`config.mk`:
```
export PLATFORM = sky130hd
export DESIGN_NAME = block_dispatcher
export DESIGN_NICKNAME = d
export VERILOG_FILES = /design/src/rtl/dispatch_pkg.sv /design/src/rtl/dispatch_slot.sv /design/src/rtl/block_dispatcher.sv
export SDC_FILE = /design/constraint.sdc
export NUM_CORES = 1
export LEC_CHECK = 0
export BUFFER_PORTS_ARGS = -buffer_cell sky130_fd_sc_hd__buf_2
export CAP_MARGIN = 20
export CORE_ASPECT_RATIO = 1.25
export CORE_MARGIN = 5
export CORE_UTILIZATION = 47
export DETAILED_ROUTE_END_ITERATION = 8
export PLACE_DENSITY = 0.67
export SYNTH_ARGS = -nofsm -noshare
export SYNTH_HDL_FRONTEND = slang
export SYNTH_SLANG_ARGS = --single-unit
export TNS_END_PERCENT = 1
```
`constraint.sdc`:
```
create_clock -name clk -period 2.9 [get_ports clk]
set_input_delay 0.29 -clock clk [delete_from_list [all_inputs] [get_ports clk]]
set_output_delay 0.29 -clock clk [all_outputs]
set_load 0.03 [all_outputs]
```
`src/rtl/dispatch_pkg.sv`:
```
// Shared types and widths for the block dispatcher and its per-core slots.
package dispatch_pkg;

  localparam int DEFAULT_TPB = 4;
  localparam int TC_W        = $clog2(DEFAULT_TPB) + 1;

  typedef enum logic [1:0] {
    IDLE = 2'd0,
    RUN  = 2'd1,
    DONE = 2'd2
  } dispatch_state_t;

  typedef enum logic [1:0] {
    C_IDLE  = 2'd0,
    C_RESET = 2'd1,
    C_BUSY  = 2'd2
  } core_slot_state_t;

endpackage

```
`src/rtl/dispatch_slot.sv`:
```
// One core's ownership FSM: takes a block, pulses the core reset, holds start
// until the core reports completion, and keeps the block id/count registered.
module dispatch_slot
  import dispatch_pkg::*;
#(
  parameter int TCW = TC_W
) (
  input  logic           clk,
  input  logic           reset,
  input  logic           dispatch_i,
  input  logic [7:0]     block_id_i,
  input  logic [TCW-1:0] thread_count_i,
  input  logic           core_done_i,
  output logic           idle_o,
  output logic           retire_o,
  output logic           core_reset_o,
  output logic           core_start_o,
  output logic [7:0]     block_id_o,
  output logic [TCW-1:0] thread_count_o
);

  core_slot_state_t state_q, state_d;
  logic             core_reset_q, core_reset_d;
  logic             core_start_q, core_start_d;
  logic [7:0]       block_id_q, block_id_d;
  logic [TCW-1:0]   tc_q, tc_d;

  assign idle_o         = (state_q == C_IDLE);
  assign retire_o       = (state_q == C_BUSY) && core_done_i;
  assign core_reset_o   = core_reset_q;
  assign core_start_o   = core_start_q;
  assign block_id_o     = block_id_q;
  assign thread_count_o = tc_q;

  // Next-state logic; core_done is only honoured while the core owns a block.
  always_comb begin
    state_d      = state_q;
    core_reset_d = 1'b0;
    core_start_d = core_start_q;
    block_id_d   = block_id_q;
    tc_d         = tc_q;
    case (state_q)
      C_IDLE: begin
        if (dispatch_i) begin
          state_d      = C_RESET;
          core_reset_d = 1'b1;
          block_id_d   = block_id_i;
          tc_d         = thread_count_i;
        end else begin
          state_d = C_IDLE;
        end
      end
      C_RESET: begin
        state_d      = C_BUSY;
        core_start_d = 1'b1;
      end
      C_BUSY: begin
        if (core_done_i) begin
          state_d      = C_IDLE;
          core_start_d = 1'b0;
        end else begin
          state_d = C_BUSY;
        end
      end
      default: begin
        state_d      = C_IDLE;
        core_start_d = 1'b0;
      end
    endcase
  end

  // State and output registers with synchronous active-low clear.
  always_ff @(posedge clk) begin
    if (!reset) begin
      state_q      <= C_IDLE;
      core_reset_q <= 1'b0;
      core_start_q <= 1'b0;
      block_id_q   <= 8'd0;
      tc_q         <= {TCW{1'b0}};
    end else begin
      state_q      <= state_d;
      core_reset_q <= core_reset_d;
      core_start_q <= core_start_d;
      block_id_q   <= block_id_d;
      tc_q         <= tc_d;
    end
  end

endmodule

```
`src/rtl/block_dispatcher.sv`:
```
// Splits a kernel's thread count into fixed-size blocks and hands them to idle
// cores one per cycle, raising done once every dispatched block has retired.
module block_dispatcher
  import dispatch_pkg::*;
#(
  parameter int NUM_CORES         = 2,
  parameter int THREADS_PER_BLOCK = 4
) (
  input  logic                                                  clk,
  input  logic                                                  reset,
  input  logic                                                  start,
  input  logic [7:0]                                            thread_count,
  input  logic [NUM_CORES-1:0]                                  core_done,
  output logic [NUM_CORES-1:0]                                  core_reset,
  output logic [NUM_CORES-1:0]                                  core_start,
  output logic [NUM_CORES*8-1:0]                                core_block_id,
  output logic [NUM_CORES*($clog2(THREADS_PER_BLOCK)+1)-1:0]    core_thread_count,
  output logic                                                  done
);

  localparam int LOG2 = $clog2(THREADS_PER_BLOCK);
  localparam int TCW  = LOG2 + 1;

  dispatch_state_t      state_q, state_d;
  logic [7:0]           total_q, total_d;
  logic [7:0]           tc_lat_q, tc_lat_d;
  logic [7:0]           disp_q, disp_d;
  logic [7:0]           bdone_q, bdone_d;
  logic                 done_q, done_d;

  logic [NUM_CORES-1:0] idle_s, retire_s, dispatch_s;
  logic                 found_s, can_disp_s;
  logic [8:0]           sum_s, offset_s, remain_s;
  logic [TCW-1:0]       blk_tc_s;
  logic [7:0]           retire_cnt_s;

  assign done = done_q;

  // Block arithmetic is 9 bits wide so neither the rounding add nor the
  // remaining-thread subtraction can wrap before truncation.
  always_comb begin
    sum_s    = {1'b0, thread_count} + 9'(THREADS_PER_BLOCK - 1);
    offset_s = 9'({1'b0, disp_q} << LOG2);
    remain_s = {1'b0, tc_lat_q} - offset_s;
    if (remain_s > 9'(THREADS_PER_BLOCK)) begin
      blk_tc_s = TCW'(THREADS_PER_BLOCK);
    end else begin
      blk_tc_s = TCW'(remain_s);
    end
  end

  // Lowest-index idle core wins; retirements are summed as a popcount.
  always_comb begin
    can_disp_s   = (state_q == RUN) && (disp_q < total_q);
    dispatch_s   = {NUM_CORES{1'b0}};
    found_s      = 1'b0;
    retire_cnt_s = 8'd0;
    for (int i = 0; i < NUM_CORES; i++) begin
      dispatch_s[i] = can_disp_s & idle_s[i] & ~found_s;
      found_s       = found_s | dispatch_s[i];
      retire_cnt_s  = retire_cnt_s + {7'd0, retire_s[i]};
    end
  end

  // Top FSM; the completion test uses the updated retire count so done lands
  // one edge after the final retirement.
  always_comb begin
    state_d  = state_q;
    total_d  = total_q;
    tc_lat_d = tc_lat_q;
    disp_d   = disp_q;
    bdone_d  = bdone_q;
    done_d   = 1'b0;
    case (state_q)
      IDLE: begin
        if (start) begin
          state_d  = RUN;
          total_d  = 8'(sum_s >> LOG2);
          tc_lat_d = thread_count;
          disp_d   = 8'd0;
          bdone_d  = 8'd0;
        end else begin
          state_d = IDLE;
        end
      end
      RUN: begin
        disp_d  = disp_q + {7'd0, found_s};
        bdone_d = bdone_q + retire_cnt_s;
        if (bdone_d == total_q) begin
          state_d = DONE;
        end else begin
          state_d = RUN;
        end
      end
      DONE: begin
        if (!start) begin
          state_d = IDLE;
        end else begin
          state_d = DONE;
          done_d  = 1'b1;
        end
      end
      default: begin
        state_d = IDLE;
      end
    endcase
  end

  // Top-level registers with synchronous active-low clear.
  always_ff @(posedge clk) begin
    if (!reset) begin
      state_q  <= IDLE;
      total_q  <= 8'd0;
      tc_lat_q <= 8'd0;
      disp_q   <= 8'd0;
      bdone_q  <= 8'd0;
      done_q   <= 1'b0;
    end else begin
      state_q  <= state_d;
      total_q  <= total_d;
      tc_lat_q <= tc_lat_d;
      disp_q   <= disp_d;
      bdone_q  <= bdone_d;
      done_q   <= done_d;
    end
  end

  for (genvar g = 0; g < NUM_CORES; g++) begin : g_slot
    dispatch_slot #(
      .TCW(TCW)
    ) u_slot (
      .clk            (clk),
      .reset          (reset),
      .dispatch_i     (dispatch_s[g]),
      .block_id_i     (disp_q),
      .thread_count_i (blk_tc_s),
      .core_done_i    (core_done[g]),
      .idle_o         (idle_s[g]),
      .retire_o       (retire_s[g]),
      .core_reset_o   (core_reset[g]),
      .core_start_o   (core_start[g]),
      .block_id_o     (core_block_id[g*8 +: 8]),
      .thread_count_o (core_thread_count[g*TCW +: TCW])
    );
  end

endmodule

```
==> flow_summary_export.csv <==
group,metric,value,unit
pwr,p_sw,672,uW
floorplanning,ioPinCount,40,
worst_hold_path,hold_path_class,"primary input to register",
pwr,p_comb_share,19.7,%
synth,synth_flop_cell,"dfxtp_1",
pwr,clkPwrFrac,37.8,%
critical_path,crit_type,"register to register",
final_layout,nFillCells,679,
pwr,total_power,2.24,mW
synth,synth_seq_cells,64,
critical_path,worstPathRequired,3170,ps
final_layout,fin_area,0.00378,mm2
clock_tree,root_buffer,"clkbuf_8",
floorplanning,initial_utilization,48.1,%
pwr,powerDensity,592,mW/mm2
final_layout,drive_gt1_share,15.5,%
outcome,status,"completed",
timing,hold_ws,213,ps
final_layout,stdcell_count,535,
timing,finalHoldViolations,0,
clock_tree,numCtsBuffers,9,
floorplanning,die_w,85.6,um
timing,fin_skew,14.2,ps
pwr,p_int,1.57,mW
synth,ys_top_cells_by_area,"dfxtp_1 (38%), a21oi_1 (7.2%), ha_1 (5.6%), nand2_1 (4.5%), nand3_1 (4.0%)",
synth,ys_types,53,
place,hpwl,5510,um
route,drt-vias-per-instance,5.50,
clock_tree,clkSinkCount,64,
final_layout,finish.utilization,54.2,%
timing,finalCritPeriodShare,90.1,%
clock_tree,cts_setup_buffers,0,
clock_tree,h-tree-depth,3,
clock_tree,hold_buffers,0,
flow_run,maxCapViolations,0,
clock_tree,cts_tree,"built",
pwr,power.share.switching,30.0,%
synth,syn_nets,443,
global_route,gr-total-overflow,0,
critical_path,endpoint_kind,"register",
route,ant_nets,0,
final_layout,nNetsFinal,470,
floorplanning,core,0.00698,mm2
synth,synth_cells,413,
route,wl_met1,3450,um
pwr,power_leakage,1.56,nW
synth,syn_avg_cell_area,8.12,um2
route,finalWirelength,7900,um
route,met2WireLength,3840,um
critical_path,cp_slowest_cell,"dfxtp_1",
timing,setup_slack,287,ps
global_route,antenna_found_initial,0,
timing,fmax,383,MHz
timing,drv_slew,0,
floorplanning,rows,34,
route,num_vias,2945,
final_layout,antenna_cells,0,
synth,ys_warn_count,0,
timing,finalSetupTns,0,ps
place,dp_slack,378,ps
route,drt_iter0_markers,170,
route,highest_layer,"met4",
timing,setup-violations-final,0,
pwr,vdd_ir_drop_max,0.000409,V
synth,synth_edf_count,0,
global_route,grt_pass1_vias,2879,
synth,synth_top_cell_by_area,"dfxtp_1",
clock_tree,clk_latency,340,ps
critical_path,path_delay_family,"simple AND/OR/NAND/NOR gates",
floorplanning,dieHeight,104,um
clock_tree,cts_resized,0,
place,port-buffer-count,39,
global_route,track_usage,18.3,%
critical_path,crit_chain,"ha_1, o21a_1, o21ai_0, a41oi_2, nor2_1, ha_1, nand2_1, nor3_1, nand3_1, mux2_2, nor2_1",
place,post_dp_cell_area,0.00356,mm2
timing,slew_headroom,55.3,%
timing,tightest_slew,670,ps
clock_tree,clk_path_buf_depth,2,
route,drc_errors,0,
synth,synth-async-reset-ratio,0,%
synth,synth_top_area_share,38.2,%
global_route,grt_max_degree,49,
critical_path,max_stage_delay,450,ps
route,wl_met3,495,um
final_layout,syn2layout_area_growth,12.8,%
floorplanning,die_area,0.00893,mm2
place,gp_congestion,0.825,
clock_tree,clk_pin_slew_worst_paths,80,ps
critical_path,critPathBufInv,0,
synth,synth_area,0.00335,mm2
timing,min_period,2610,ps
synth,synth.yosys.seq_area_share,38.2,%
pwr,seqPwrFrac,42.5,%
critical_path,critPathMaxFanout,6,
place,place_inst,519,
global_route,grt_first_pass_wirelength,13300,um
route,first_pass_iters,5,
route,wl_per_cell,14.8,um
critical_path,crit_arrival,2880,ps
critical_path,start_kind,"register",
timing,rsz0062_at_grt,"no",
per-layer routing:
layer | track usage (%) | vias to the layer above
met3 | 3.57 | 8
li1 | - | 1498
met1 | 22.0 | 1365
met2 | 30.7 | 74
met5 | 0 | -
met4 | 8.60 | 0
tightest hold or removal path, stage by stage:
cell,delay (ps)
buf_2,110
nand2_1,50
a21oi_1,50
power by group through the flow:
stage                     sequential, mW  clock (mW)  combinational, mW
final                              0.951       0.847              0.442
after global routing               0.956       0.904              0.497
after CTS                          0.951       0.867              0.444
after detailed placement           0.971           0              0.440
after global placement             0.970           0              0.437
after floorplan                    0.969           0              0.345
Yosys cell counts (12+ instances only):
master and instances:
nand2_1 40, nor2_1 34, nor3_1 14, clkbuf_1 16, nand3_1 27, ha_1 15, a21oi_1 48, inv_1 21
xnor2_1 12, o21ai_0 27, dfxtp_1 64
state kept, by name, indices dropped and copies added, names as in the netlist, 2 cells and up:
register                      count
g_slot.u_slot.block_id_o         16
bdone_q                           8
disp_q                            8
tc_lat_q                          8
total_q                           7
g_slot.u_slot.thread_count_o      6
g_slot.u_slot.state_q             4
g_slot.u_slot.core_reset_o        2
g_slot.u_slot.core_start_o        2
state_q                           2
cells in the final DEF, fill, tap and decap left out, drive strengths merged, types with 12 or more instances in the layout:
cell / count
nand3: 27
nor2: 34
dfxtp: 64
xnor2: 12
a21oi: 48
ha: 15
nor3: 15
nand2: 40
o21ai: 31
inv: 21
buf: 45
worst paths after layout:
| check | to | slack (ps) | start | cells after the start |
|---|---|---|---|---|
| hold / removal | tc_lat_q[2] | 210 | thread_count[2] | 3 |
| setup reg to reg | disp_q[7] | 290 | disp_q[4] | 11 |
| hold reg to reg | g_slot[1].u_slot.block_id_o[7] | 430 | g_slot[1].u_slot.block_id_o[7] | 2 |
| setup / recovery | disp_q[7] | 290 | disp_q[4] | 11 |
final cells by class:
type	instances	area (um2)	area share, %
clock buffer	10	138	3.64
clock inverter	6	82.6	2.18
inverter	21	78.8	2.08
multi-input combinational	299	1850	48.9
sequential	64	1280	33.9
tap	90	113	2.98
timing repair buffer	45	240	6.35
cell families after synthesis:
family,count (synthesis),share of synthesized area (%)
and+or+nand+nor,150,22.2
AOI/OAI and AO/OA,110,20.1
DFF,64,38.2
buffers and inverters,50,6.79
xor gates and xnor gates,17,4.44
adders and majority gates,17,6.79
muxes,5,1.53
Note: power is estimated with default switching activity, not from simulation.
